==> src/rtl/target_lut_if.sv <==
// Bus bundle for target_lut: read/write requests, registered read data and status.
// TARGET_LUT_LOCK_EN adds the Lock input and WrReject output.
interface target_lut_if #(
   parameter int DW = 16,
   parameter int AW = 4
);
   logic          RdEn;
   logic [AW-1:0] RdAddr;
   logic          WrEn;
   logic [AW-1:0] WrAddr;
   logic [DW-1:0] WrData;
   logic [DW-1:0] Target;
   logic          TargetValid;
   logic          Busy;
   logic [0:0]    dbg_state;
`ifdef TARGET_LUT_LOCK_EN
   logic          Lock;
   logic          WrReject;
`endif

   modport master (
      output RdEn, RdAddr, WrEn, WrAddr, WrData,
      input  Target, TargetValid, Busy, dbg_state
`ifdef TARGET_LUT_LOCK_EN
      , output Lock
      , input  WrReject
`endif
   );

   modport slave (
      input  RdEn, RdAddr, WrEn, WrAddr, WrData,
      output Target, TargetValid, Busy, dbg_state
`ifdef TARGET_LUT_LOCK_EN
      , input  Lock
      , output WrReject
`endif
   );
endinterface

==> src/rtl/target_lut.sv <==
// Target lookup table: self-initialises DEPTH entries after reset, then serves
// 1-cycle-latency reads with write-first bypass. Optional write lock: TARGET_LUT_LOCK_EN.
module target_lut #(
   parameter int DW = 16,
   parameter int AW = 4
) (
   input logic       Clk,
   input logic       Reset,
   target_lut_if.slave bus
);
   localparam int DEPTH = 1 << AW;

   localparam logic [0:0] S_INIT  = 1'b0;
   localparam logic [0:0] S_READY = 1'b1;

   logic [0:0]    state;
   logic [AW-1:0] initptr;
   logic [DW-1:0] mem [DEPTH];
   logic          ready;
   logic          rd_accept;
   logic          wr_accept;

   function automatic logic [DW-1:0] default_entry(input logic [AW-1:0] idx);
      int v;
      case (int'(idx))
         1:       v = 1;
         2:       v = 4;
         3:       v = 61;
         4:       v = 62;
         5:       v = 63;
         6:       v = 32;
         7:       v = 64;
         8:       v = 255;
         default: v = 0;
      endcase
      return DW'(v);
   endfunction

   assign ready         = (state == S_READY);
   assign bus.Busy      = (state == S_INIT);
   assign bus.dbg_state = state;
   assign rd_accept     = ready && bus.RdEn;

`ifdef TARGET_LUT_LOCK_EN
   logic locked;
   // The flag is checked before it is set, so the write coinciding with the
   // first Lock still lands.
   assign wr_accept = ready && bus.WrEn && !locked;

   always_ff @(posedge Clk) begin
      if (Reset) begin
         locked       <= 1'b0;
         bus.WrReject <= 1'b0;
      end else begin
         bus.WrReject <= ready && bus.WrEn && locked;
         if (ready && bus.Lock) locked <= 1'b1;
      end
   end
`else
   assign wr_accept = ready && bus.WrEn;
`endif

   always_ff @(posedge Clk) begin
      if (Reset) begin
         state   <= S_INIT;
         initptr <= '0;
      end else if (state == S_INIT) begin
         initptr <= initptr + 1'b1;
         if (&initptr) state <= S_READY;
      end
   end

   // The table itself needs no reset: INIT rewrites every entry.
   always_ff @(posedge Clk) begin
      if (!Reset) begin
         if (state == S_INIT) mem[initptr] <= default_entry(initptr);
         else if (wr_accept)  mem[bus.WrAddr] <= bus.WrData;
      end
   end

   always_ff @(posedge Clk) begin
      if (Reset) begin
         bus.Target      <= '0;
         bus.TargetValid <= 1'b0;
      end else begin
         bus.TargetValid <= rd_accept;
         if (rd_accept) begin
            if (wr_accept && (bus.WrAddr == bus.RdAddr)) bus.Target <= bus.WrData;
            else                                         bus.Target <= mem[bus.RdAddr];
         end
      end
   end
endmodule

==> src/flat_wrapper.sv <==
// flat-port wrapper written by rule: the top's interface ports become plain ports
module target_lut_flat 
#(
   parameter int DW = 16,
   parameter int AW = 4
)
  (Clk, Reset, bus_RdEn, bus_RdAddr, bus_WrEn, bus_WrAddr, bus_WrData, bus_Target, bus_TargetValid, bus_Busy, bus_dbg_state);
  target_lut_if #(.DW(DW), .AW(AW)) bus_i ();
  input logic Clk;
  input logic Reset;
  input wire logic [$bits(bus_i.RdEn)-1:0] bus_RdEn;
  input wire logic [$bits(bus_i.RdAddr)-1:0] bus_RdAddr;
  input wire logic [$bits(bus_i.WrEn)-1:0] bus_WrEn;
  input wire logic [$bits(bus_i.WrAddr)-1:0] bus_WrAddr;
  input wire logic [$bits(bus_i.WrData)-1:0] bus_WrData;
  output wire logic [$bits(bus_i.Target)-1:0] bus_Target;
  output wire logic [$bits(bus_i.TargetValid)-1:0] bus_TargetValid;
  output wire logic [$bits(bus_i.Busy)-1:0] bus_Busy;
  output wire logic [$bits(bus_i.dbg_state)-1:0] bus_dbg_state;
  assign bus_i.RdEn = bus_RdEn;
  assign bus_i.RdAddr = bus_RdAddr;
  assign bus_i.WrEn = bus_WrEn;
  assign bus_i.WrAddr = bus_WrAddr;
  assign bus_i.WrData = bus_WrData;
  assign bus_Target = bus_i.Target;
  assign bus_TargetValid = bus_i.TargetValid;
  assign bus_Busy = bus_i.Busy;
  assign bus_dbg_state = bus_i.dbg_state;
  target_lut #(.DW(DW), .AW(AW)) u_core (.Clk(Clk), .Reset(Reset), .bus(bus_i));
endmodule
==> config.mk <==
export PLATFORM = sky130hd
export DESIGN_NAME = target_lut_flat
export DESIGN_NICKNAME = d
export VERILOG_FILES = /design/src/rtl/target_lut_if.sv /design/src/rtl/target_lut.sv /design/src/flat_wrapper.sv
export SDC_FILE = /design/constraint.sdc
export NUM_CORES = 1
export LEC_CHECK = 0
export ABC_AREA = 1
export ABC_CLOCK_PERIOD_IN_PS = 4340
export CORE_MARGIN = 8
export CORE_UTILIZATION = 50
export CTS_BUF_LIST = sky130_fd_sc_hd__clkbuf_2
export CTS_CLUSTER_SIZE = 12
export DETAILED_ROUTE_END_ITERATION = 16
export HOLD_SLACK_MARGIN = 0.05
export PLACE_DENSITY = 0.68
export SLEW_MARGIN = 15
export SYNTH_ARGS = -nofsm -noshare
export SYNTH_HDL_FRONTEND = slang
export SYNTH_SLANG_ARGS = --single-unit
export TNS_END_PERCENT = 1
==> constraint.sdc <==
create_clock -name Clk -period 4.34 [get_ports Clk]
set_clock_uncertainty 0.1 [all_clocks]
set_input_delay 1.302 -clock Clk [delete_from_list [all_inputs] [get_ports Clk]]
set_output_delay 1.302 -clock Clk [all_outputs]
set_load 0.05 [all_outputs]
[Word level (Yosys, flattened, before mapping)]
Memories as Yosys holds them, arrays and structs flattened. A register that Yosys moved wholly into a read port is not among the register bits.
Cells that the tools add are included.
Cells by class
  add/subtract/negate cells: 1
  mux-type cells: 16
  reductions and logical operators: 4
  bitwise logic cells: 1
Operators with widths (count)
  $mux W16: 3
  $reduce_or A16 Y1: 1
  $mux W4: 3
  $mux W1: 10
  $add A4 B1 Y4 const B: 1
  $reduce_and A4 Y1: 1
  $logic_and A1 B1 Y1: 2
  $not A1 Y1: 1
Storage, ports and cells
  memories kept: 2
  bits in writable memories: 256
  ROM bits: 128
  input port bits: 28
  logic and storage cells: 27
  bits in registers: 6
  output and inout bits: 19
Memory list
  u_core.mem: words 16, bits a word 16, read ports 1, clocked after memory_dff 1, wr ports 1, RTL line target_lut.sv:18  | logic [DW-1:0] mem [DEPTH];
  (name not given): words 16, bits a word 8, read ports 1, clocked after memory_dff 1, wr ports 0, RTL line target_lut.sv:25  | case (int'(idx))

[Depth between registers and ports, before layout]
  depth in word-level cells: 7
  depth in mapped cells: 13

[Worst setup path before layout]
No wires, ideal clock.
  path kind: in2reg
  start point: input bus_WrEn
  end point: memory u_core.mem[0][0] (enable)
  data arrival time: 2582 ps
  stages on the path: 6
  data required time: 3852 ps
  slack: 1270 ps
  setup time: 388 ps
  cells stage by stage: nand2_1 nor2_2 nand2_1 nand2_1 nand4_1 nor2_1
Between the ends
  word-level cells in the longest chain between the ends: 7
  elaborated cells between the ends (all ways): 8
Ends and longest elaborated chain
  from (decl): RTL line flat_wrapper.sv:13  | input wire logic [$bits(bus_i.WrEn)-1:0] bus_WrEn;
  $logic_and A1 B1 Y1 (*): RTL line target_lut.sv:60  | assign wr_accept = ready && bus.WrEn;
  $mux W1 (*): RTL line target_lut.sv:77  | else if (wr_accept) mem[bus.WrAddr] <= bus.WrData;
  $mux W1 (*): RTL line target_lut.sv:76  | if (state == S_INIT) mem[initptr] <= default_entry(initptr);
  $mux W1 (*): RTL line target_lut.sv:75  | if (!Reset) begin
  $mux W1 (not written as such) (*): RTL line target_lut.sv:77
  $reduce_or A16 Y1 (no line)
  $mux W4 (no line) / $mux W1 (equally long branches)
  to (decl): RTL line target_lut.sv:18
Every way passes the cells marked *; elsewhere a longest branch is shown, timed or not.

[Worst setup path after layout]
  start point: register u_core.state (netlist: u_core.bus.dbg_state)
  end point: output bus_Busy
Between the ends
  word-level cells in the longest chain between the ends: 1
Ends and longest elaborated chain
  from (decl): RTL line target_lut.sv:16  | logic [0:0] state;
  from (signal assigned): RTL line target_lut.sv:65  | state <= S_INIT;
  from (signal assigned): RTL line target_lut.sv:69  | if (&initptr) state <= S_READY;
  $not A1 Y1: RTL line target_lut.sv:40  | assign bus.Busy = (state == S_INIT);
  to (decl): RTL line flat_wrapper.sv:18  | output wire logic [$bits(bus_i.Busy)-1:0] bus_Busy;
No other way between the ends.

==> flow_summary.toml <==
[status]
status = "finished clean"

[detailed_routing]
drtAntennaViolNets = 0
wl_per_cell_um = 19.0
drc = 0
routed_wl_um = 30300
drt_iter0_drc = 919
drt_first_pass_iters = 5
vias = 8578
drt-vias-per-instance = 5.38

[grt]
grt_overflow = 0
antenna_found_initial = 1
grt_usage_pct = 21.2
grt_max_degree = 72
grt_pass1_wl_um = 46500
grt_pass1_vias = 8302

[worst_setup_path]
cp_slowest_cell = "clkdlybuf4s50_1"
worstPathMaxFanout = 10
crit_type = "register to primary output"
worstPathCellList = "inv_1 > clkdlybuf4s50_1"
critPathMaxStageDelay_ps = 740
cp.arrival_ps = 2280
end_kind = "primary output"
critPathLaunchType = "register"
timing.critical_path.required_ps = 2940

[cells_and_area]
multiInputGateArea_sq_um = 3170
layout-drive-gt1-share_pct = 15.4
final_common_cell = "nand2_1"
design_area_sq_um = 13500
fin_util_pct = 57.8
final_cell_mix = "409 x nand2_1, 256 x edfxtp_1, 234 x nand3_1"
nFillCells = 2080
regArea_sq_um = 8270
fin_nets = 1256
area_growth_pct = 13.9

[clock_tree]
path_clk_slew_ps = 100
h-tree-depth = 3
cts_hold_buf = 0
cts_tree = "yes"
clkSinkCount = 285
cts.path.max_buffers = 3
postCtsSetupBuffers = 0
cts_buffers = 73
cts_resized = 0
clockRootBuffer = "clkbuf_2"
clk_latency_ps = 840

[placed_design]
dp_slack_ps = 399
port_buffers = 46
hpwl_um = 18900
dpl_cell_area_sq_um = 12900
gp_congestion = 0.873

[timing]
grt_setup_unrepaired = "no"
timing.final.ws_setup_ps = 663
drv_slew = 0
layout_min_cycle_time_ps = 3680
finalCritPeriodShare_pct = 84.7
max_slew.worst_pin.slew_ps = 783
setup_tns_ps = 0
final-hold-violation-count = 0
setup_violations = 0
fmax_ghz = 0.272
relSlewSlack_pct = 47.8

[yosys]
yosysWarnings = 0
synth.cell_area_sq_um = 11900
yosysTopAreaCell = "edfxtp_1"
synth_seq_cells = 285
syn_nets = 1151
seq_area_frac_synth_pct = 69.7
synth_cell_type_count = 25
yosys-top-cells-area = "edfxtp_1 65%, nand2_1 13%, nand3_1 9.9%"
yosysTopAreaCellShare_pct = 64.8
synth.avg_cell_area_sq_um = 10.6
syn_inst = 1121

[die]
die-area_sq_um = 28900
core_sq_um = 23400
io_pins = 47
die_x_um = 170
initial_utilization_pct = 50.7
die_y_um = 170
rows = 56

[power]
ir_drop_v = 0.000213
power_density_nw_per_um2 = 388
p_leak_nw = 5.51

[job]
drv_cap = 0

[worst_hold_path]
hp-class = "register to register"
==> metrics by stage <==
stage	instances	total power [W]	hold WS (ps)
floorplan	1121	0.00333	370
global placement	1470	0.00348	362
detailed placement	1470	0.00348	360
CTS	1594	0.00530	375
global route	1595	0.00547	403
finish	1595	0.00525	373
==> layer usage <==
| layer | wire length [um] | track usage, % |
|---|---|---|
| met5 | 0 | 0 |
| met4 | 792 | 8.73 |
| met3 | 2370 | 4.26 |
| met2 | 14700 | 34.6 |
| met1 | 12400 | 27.4 |
==> flip-flops by register name, indices dropped and copies added, names as in the netlist, named ones only <==
name / cells
u_core.mem: 256
u_core.bus.dbg_state: 1
u_core.bus.TargetValid: 1
u_core.bus.Target: 16
u_core.initptr: 4
==> cell usage after synthesis <==
library cell  count
and3_1            1
buf_6             1
o21ai_0          13
or2_2             6
clkbuf_1         27
dfxtp_1          29
buf_4             2
nor3_1            3
nor2_1           21
a21oi_1          19
clkinv_1          1
nand2_1         409
nand2_4           1
nor2_2            1
edfxtp_1        256
buf_2            16
nand3_1         234
buf_1            16
inv_2             1
inv_1            51
o31ai_1           1
nor2_4            2
nand4_1           6
nand3_2           2
ha_1              2
==> where the power goes <==
group / internal, W / switching, W
combinational: 0.000116 / 0.000278
sequential: 0.00302 / 0.0000122
clock: 0.000789 / 0.00104
==> cell type report <==
cell class              instances  area share (%)
clock buffers                 110            4.07
repair buffers                 92            6.00
diodes                          1          0.0185
flip-flops and latches        285            61.1
clock inverters                14           0.879
well taps                     319            2.95
multi-input cells             721            23.5
inverters                      53            1.48
==> worst paths after layout <==
| check | startpoint | to | slack (ps) | cells after the start |
|---|---|---|---|---|
| worst max-delay path | u_core.bus.dbg_state$_SDFF_PP0_ | bus_Busy | 660 | 2 |
| worst min-delay path | u_core.bus.Target[13]$_SDFFE_PP0P_ | u_core.bus.Target[13]$_SDFFE_PP0P_ | 370 | 2 |
| worst max register to register | u_core.bus.dbg_state$_SDFF_PP0_ | u_core.mem[4][1]$_DFFE_PP_ | 1790 | 7 |
| worst min register to register | u_core.bus.Target[13]$_SDFFE_PP0P_ | u_core.bus.Target[13]$_SDFFE_PP0P_ | 370 | 2 |
==> cells by family (layout without fill, tap and decap cells) <==
family                     Yosys count  count (layout)  share of synthesized area (%)
buffers and inverters              115             269                           3.93
AOI/OAI and AO/OA                   33              33                           1.41
and+or+nand+nor                    686             686                           24.8
other                                0               1                              0
adders and majority gates            2               2                          0.211
DFF                                285             285                           69.7
==> worst max-delay path, delay by kind of cell (launching register included) <==
family / cells / cell delay, ps
buf+inv: 2 / 920
flops: 1 / 550
(Power assumes the default switching activity.)
